===== src/rtl/regs_wb_arbiter.sv =====
// Register-file writeback arbiter: dbg/ex/ls requesters share one
// buffered write port with round-robin ex/ls and bounded dbg priority.
module regs_wb_arbiter #(
    parameter int REG_ADDR_WIDTH = 16,
    parameter int REG_DATA_WIDTH = 32
) (
    input  logic                      clk_reg,
    input  logic                      rst_reg_n,
    input  logic                      ex_valid,
    input  logic [4:0]                ex_idx,
    input  logic [REG_DATA_WIDTH-1:0] ex_data,
    output logic                      ex_ready,
    input  logic                      ls_valid,
    input  logic [4:0]                ls_idx,
    input  logic [REG_DATA_WIDTH-1:0] ls_data,
    output logic                      ls_ready,
    input  logic                      dbg_valid,
    input  logic [4:0]                dbg_idx,
    input  logic [REG_DATA_WIDTH-1:0] dbg_data,
    output logic                      dbg_ready,
    input  logic                      wb_hold,
    output logic                      reg_wen,
    output logic [REG_ADDR_WIDTH-1:0] reg_waddr,
    output logic [REG_DATA_WIDTH-1:0] reg_wdata,
    output logic                      wb_busy,
    output logic [1:0]                wb_src
);

    localparam logic [1:0] SRC_EX  = 2'd0;
    localparam logic [1:0] SRC_LS  = 2'd1;
    localparam logic [1:0] SRC_DBG = 2'd2;

    logic                      out_valid;
    logic [4:0]                out_idx;
    logic [REG_DATA_WIDTH-1:0] out_data;
    logic [1:0]                out_src;
    logic                      rr_ls;
    logic [2:0]                dbg_cnt;
    logic [2:0]                dbg_cnt_nxt;

    logic can_accept;
    logic any_core;
    logic gnt_dbg;
    logic gnt_ex;
    logic gnt_ls;
    logic dbg_xfer;
    logic ex_xfer;
    logic ls_xfer;
    logic load;

    logic [4:0]                sel_idx;
    logic [REG_DATA_WIDTH-1:0] sel_data;
    logic [1:0]                sel_src;

    assign can_accept = ~out_valid | ~wb_hold;
    assign any_core   = ex_valid | ls_valid;

    // After four back-to-back dbg wins over waiting core traffic, yield once.
    assign gnt_dbg = dbg_valid & ~(any_core & (dbg_cnt >= 3'd4));
    assign gnt_ex  = ~gnt_dbg & ex_valid & (~ls_valid | ~rr_ls);
    assign gnt_ls  = ~gnt_dbg & ls_valid & (~ex_valid | rr_ls);

    assign dbg_ready = gnt_dbg & can_accept;
    assign ex_ready  = gnt_ex & can_accept;
    assign ls_ready  = gnt_ls & can_accept;

    assign dbg_xfer = dbg_valid & dbg_ready;
    assign ex_xfer  = ex_valid & ex_ready;
    assign ls_xfer  = ls_valid & ls_ready;

    always_comb begin
        sel_idx  = 5'd0;
        sel_data = '0;
        sel_src  = SRC_EX;
        unique case (1'b1)
            dbg_xfer: begin
                sel_idx  = dbg_idx;
                sel_data = dbg_data;
                sel_src  = SRC_DBG;
            end
            ex_xfer: begin
                sel_idx  = ex_idx;
                sel_data = ex_data;
                sel_src  = SRC_EX;
            end
            ls_xfer: begin
                sel_idx  = ls_idx;
                sel_data = ls_data;
                sel_src  = SRC_LS;
            end
            default: ;
        endcase
    end

    // Writes to x0 are accepted and dropped.
    assign load = (dbg_xfer | ex_xfer | ls_xfer) & (sel_idx != 5'd0);

    always_comb begin
        dbg_cnt_nxt = 3'd0;
        if (dbg_xfer && any_core)
            dbg_cnt_nxt = (dbg_cnt == 3'd7) ? 3'd7 : dbg_cnt + 3'd1;
    end

    always_ff @(posedge clk_reg or negedge rst_reg_n) begin
        if (!rst_reg_n) begin
            out_valid <= 1'b0;
            out_idx   <= 5'd0;
            out_data  <= '0;
            out_src   <= SRC_EX;
            rr_ls     <= 1'b0;
            dbg_cnt   <= 3'd0;
        end else begin
            dbg_cnt <= dbg_cnt_nxt;
            if (ex_xfer)
                rr_ls <= 1'b1;
            else if (ls_xfer)
                rr_ls <= 1'b0;
            if (load) begin
                out_valid <= 1'b1;
                out_idx   <= sel_idx;
                out_data  <= sel_data;
                out_src   <= sel_src;
            end else if (reg_wen) begin
                out_valid <= 1'b0;
            end
        end
    end

    assign reg_wen   = out_valid & ~wb_hold;
    assign reg_waddr = REG_ADDR_WIDTH'({out_idx, 2'b00});
    assign reg_wdata = out_data;
    assign wb_busy   = out_valid;
    assign wb_src    = out_src;

endmodule


===== config.mk =====
export PLATFORM = sky130hd
export DESIGN_NAME = regs_wb_arbiter
export DESIGN_NICKNAME = d
export VERILOG_FILES = /design/src/rtl/regs_wb_arbiter.sv
export SDC_FILE = /design/constraint.sdc
export NUM_CORES = 1
export LEC_CHECK = 0
export ABC_AREA = 1
export BUFFER_PORTS_ARGS = -buffer_cell sky130_fd_sc_hd__buf_2
export CAP_MARGIN = 0
export CORE_ASPECT_RATIO = 2
export CORE_MARGIN = 2
export CORE_UTILIZATION = 25
export CTS_BUF_LIST = sky130_fd_sc_hd__clkbuf_2 sky130_fd_sc_hd__clkbuf_4 sky130_fd_sc_hd__clkbuf_8
export DETAILED_ROUTE_END_ITERATION = 10
export GPL_TIMING_DRIVEN = 0
export PLACE_DENSITY_LB_ADDON = 0.3
export SYNTH_ARGS = -nofsm -noshare
export SYNTH_HDL_FRONTEND = slang
export SYNTH_SLANG_ARGS = --single-unit

===== constraint.sdc =====
create_clock -name clk_reg -period 1.55 [get_ports clk_reg]
set_input_delay 0 -clock clk_reg [delete_from_list [all_inputs] [get_ports clk_reg]]
set_output_delay 0 -clock clk_reg [all_outputs]
set_load 0.01 [all_outputs]

==> impl_metrics.toml <==
[status]
result_of_the_run = "finished with violations"
failed_checks = "setup timing"

[finish]
final_core_util_pct = 42.6
final_net_count = 725
num-fill-cells = 1153
multi_input_comb_area_um2 = 1540
flow.area_growth_from_synthesis_pct = 66.6
final-seq-area_um2 = 1100
final_cell_count_no_fill = 748
post_route_cells_drive_above_1_share_pct = 45.7
insertedDiodeCount = 0

[global_routing]
first_global_vias = 3398
wire_length_of_the_first_global_routing_pass_um = 16300
number_of_antenna_violations_at_the_first_check_in_global_routing = 0
grt_max_degree = 45
globalRouteTotalUtil_pct = 17.4
gr-total-overflow = 0

[critical_path]
crit_path_top_delay_cell = "sky130_fd_sc_hd__dfrtp_1"
timing.critical_path.arrival_ps = 1880
timing.critical_path.required_ps = 1750
critical_path.startpoint_type = "flop"
worst_path_largest_cell_delay_ps = 410
worst-r2r-setup-slack_ps = -130
largest_fanout_of_any_net_on_the_critical_path = 8
cp-end-kind = "flop"
crit_path_cell_trace = "o21ai_4 -> nand2_4 -> buf_6 -> nand3_2 -> nand3_4 -> nor2_4 -> nand3_4 -> buf_6 -> nand2_1 -> nand2_1"
crit_type = "reg -> reg"

[sta]
final_hold_viol_count = 0
setup_slack_ps = -130
slew_viol_final = 0
setup_violations = 41
rsz0062_at_grt = "yes"
fin_hold_ws_ps = 0.0883
maxClockFrequency_mhz = 595
relSlewSlack_pct = 31.9
finalClockSkew_ps = 8.75
slew_at_the_pin_closest_to_its_max_slew_limit_ps = 1020
final_min_period_over_clock_period_pct = 108
timing.final.crit_period_ps = 1680

[drt]
num_vias = 3431
dr.first_iter.drc_count = 97
drc = 0
via_per_inst = 4.59
routed_wl_um = 10800
post_drt_wl_per_cell_um = 14.4
firstDrtPassIters = 6
detail-route-antenna-nets = 0

[floorplan]
die_height_um = 153
initial_util_pct = 25.5
fp.coreArea_um2 = 10800
boundaryPins = 172
die_width_um = 78.3
floorplan.die_area_um2 = 12000
floorplan_row_count = 54

[synth]
synth_cell_types = 24
synth_seq_cells = 44
seq_area_frac_synth_pct = 39.9
cell_count_after_synthesis = 379
post_synth_main_area_contributors = "sky130_fd_sc_hd__dfrtp_1 40%, sky130_fd_sc_hd__nand2_1 24%, sky130_fd_sc_hd__nand4_1 10%"
postSynthAreaPerCell_um2 = 7.29
synth_area_leader_cell = "sky130_fd_sc_hd__dfrtp_1"
synth.yosys.warnings = 0
post_synth_instance_area_um2 = 2760
synth_top_area_share_pct = 39.9

[power_and_ir_drop]
design_power_total_mw = 4.15
static-leakage-power_nw = 2.56
vdd.ir_drop.worst_uv = 414
power.density_nw_per_um2 = 903

[flow_run]
max_cap_viol_count = 0

[hold_path]
hold_path_class = "in -> reg"

[place]
gp_congestion = 0.816
dpl_worst_slack_ps = -464
io_buffers = 160
dpl.cell_count = 689
detailedPlacementHpwl_um = 7800

[clock_network]
cts_root_cell = "sky130_fd_sc_hd__clkbuf_8"
clock_latency_of_the_later_clocked_register_in_the_worst_skew_pair_ps = 310
number_of_clock_buffers_inserted_by_tritoncts = 5
worst_setup_hold_path_clk_slew_ps = 80
tritoncts = "built"
cts_buffer_depth = 2
clock_sink_count = 44
htreeDepth = 2
==> cells by family after synthesis <==
kind of cell,synth area share (%)
AO/OA/AOI/OAI,1.45
adder cells (fa/ha/maj),0.453
buffers and inverters,11.4
flip-flops,39.9
other,0.136
AND/OR/NAND/NOR,46.7
==> per-stage QoR <==
| stage | area (µm²) | TNS [ps] |
|---|---|---|
| floorplan | 2820 | 0 |
| global placement | 3800 | -12300 |
| detailed placement | 3800 | -14750 |
| CTS | 4390 | -3880 |
| global route | 4600 | -8820 |
| finish | 4600 | -4720 |
==> worst paths after layout <==
| kind | startpoint | endpoint | depth (start not counted) |
|---|---|---|---|
| min | dbg_data[17] | reg_wdata[17]$_DFFE_PN0P_ | 5 |
| max | dbg_cnt[2]$_DFF_PN0_ | reg_wdata[23]$_DFFE_PN0P_ | 10 |
| max reg2reg | dbg_cnt[2]$_DFF_PN0_ | reg_wdata[23]$_DFFE_PN0P_ | 10 |
| min in group asynchronous | rst_reg_n | reg_wdata[17]$_DFFE_PN0P_ | 2 |
| min reg2reg | dbg_cnt[0]$_DFF_PN0_ | dbg_cnt[0]$_DFF_PN0_ | 1 |
| max in group asynchronous | rst_reg_n | wb_busy$_DFFE_PN0P_ | 2 |
==> sequential cells by signal, summed over array words and instances (netlist names) <==
name	count
out_idx	5
wb_busy	1
rr_ls	1
wb_src	2
dbg_cnt	3
reg_wdata	32
==> cell usage in the layout, fill, tap and decap left out, types with 2 or more instances in the layout <==
| cell type | instances |
|---|---|
| sky130_fd_sc_hd__nand2_1 | 164 |
| sky130_fd_sc_hd__buf_2 | 163 |
| sky130_fd_sc_hd__nand4_1 | 45 |
| sky130_fd_sc_hd__dfrtp_1 | 43 |
| sky130_fd_sc_hd__buf_4 | 39 |
| sky130_fd_sc_hd__nand3_1 | 34 |
| sky130_fd_sc_hd__buf_6 | 18 |
| sky130_fd_sc_hd__dlygate4sd3_1 | 18 |
| sky130_fd_sc_hd__nand2_2 | 13 |
| sky130_fd_sc_hd__conb_1 | 11 |
| sky130_fd_sc_hd__nand3_4 | 7 |
| sky130_fd_sc_hd__nand3_2 | 7 |
| sky130_fd_sc_hd__inv_1 | 6 |
| sky130_fd_sc_hd__nor2_1 | 5 |
| sky130_fd_sc_hd__clkbuf_8 | 5 |
| sky130_fd_sc_hd__nor2_4 | 4 |
| sky130_fd_sc_hd__clkbuf_4 | 4 |
| sky130_fd_sc_hd__buf_12 | 3 |
| sky130_fd_sc_hd__a21oi_1 | 2 |
| sky130_fd_sc_hd__nand2_4 | 2 |
| sky130_fd_sc_hd__inv_2 | 2 |
| sky130_fd_sc_hd__clkinv_4 | 2 |
| sky130_fd_sc_hd__buf_8 | 2 |
==> synthesized netlist by cell type <==
master and n:
sky130_fd_sc_hd__nor2_2 2, sky130_fd_sc_hd__a21oi_2 1, sky130_fd_sc_hd__nand3_4 1, sky130_fd_sc_hd__nand4_1 45, sky130_fd_sc_hd__o21ai_4 1, sky130_fd_sc_hd__inv_1 8, sky130_fd_sc_hd__dfrtp_1 44, sky130_fd_sc_hd__nand2_4 1
sky130_fd_sc_hd__ha_1 1, sky130_fd_sc_hd__buf_6 9, sky130_fd_sc_hd__inv_2 1, sky130_fd_sc_hd__conb_1 1, sky130_fd_sc_hd__nand3_1 44, sky130_fd_sc_hd__nand3_2 3, sky130_fd_sc_hd__buf_2 9, sky130_fd_sc_hd__a21oi_1 2
sky130_fd_sc_hd__nand2_1 177, sky130_fd_sc_hd__clkbuf_1 1, sky130_fd_sc_hd__nor2_4 2, sky130_fd_sc_hd__o21ai_0 1, sky130_fd_sc_hd__nor2_1 6, sky130_fd_sc_hd__nand2_2 1, sky130_fd_sc_hd__buf_4 17, sky130_fd_sc_hd__clkinv_1 1
==> cell type report <==
type / instances / area share, %
sequential: 44 / 24.0
clock buffer: 6 / 1.66
tap: 140 / 3.81
timing repair buffer: 211 / 28.5
inverter: 10 / 1.03
multi-input combinational: 299 / 33.4
buffer: 36 / 6.88
clock inverter: 2 / 0.761
==> where the power goes <==
part | internal (mW) | switching [mW] | total, mW
clock network | 0.496 | 0.404 | 0.900
registers | 1.36 | 0.124 | 1.48
logic | 0.805 | 0.964 | 1.77
total | 2.66 | 1.49 | 4.15
==> layer usage <==
metal  vias to the layer above  track usage (%)  routed length (µm)  part of all wire [%]
met1                      1609             17.1                3770                    35
met5                         -                0                   0                     0
met2                       109             34.6                6220                    58
li1                       1687                -                   -                     -
met4                         0             7.35                 391                   3.6
met3                        26             2.49                 383                   3.6
==> what timing repair did <==
item	CTS	global route
pin swaps	6	10
buffers inserted	22	6
hold endpoints to repair	53	0
setup endpoints to repair	46	43
hold buffers	18	0
cloned	2	3
resized for setup	30	30
==> worst max-delay path: cells and delay by family (launching register included) <==
kind	cells	cell delay, ps
compound gates	1	90
simple gates	7	720
flops	1	410
buf+inv	2	350
No activity file was read; power rests on OpenSTA's default activity.
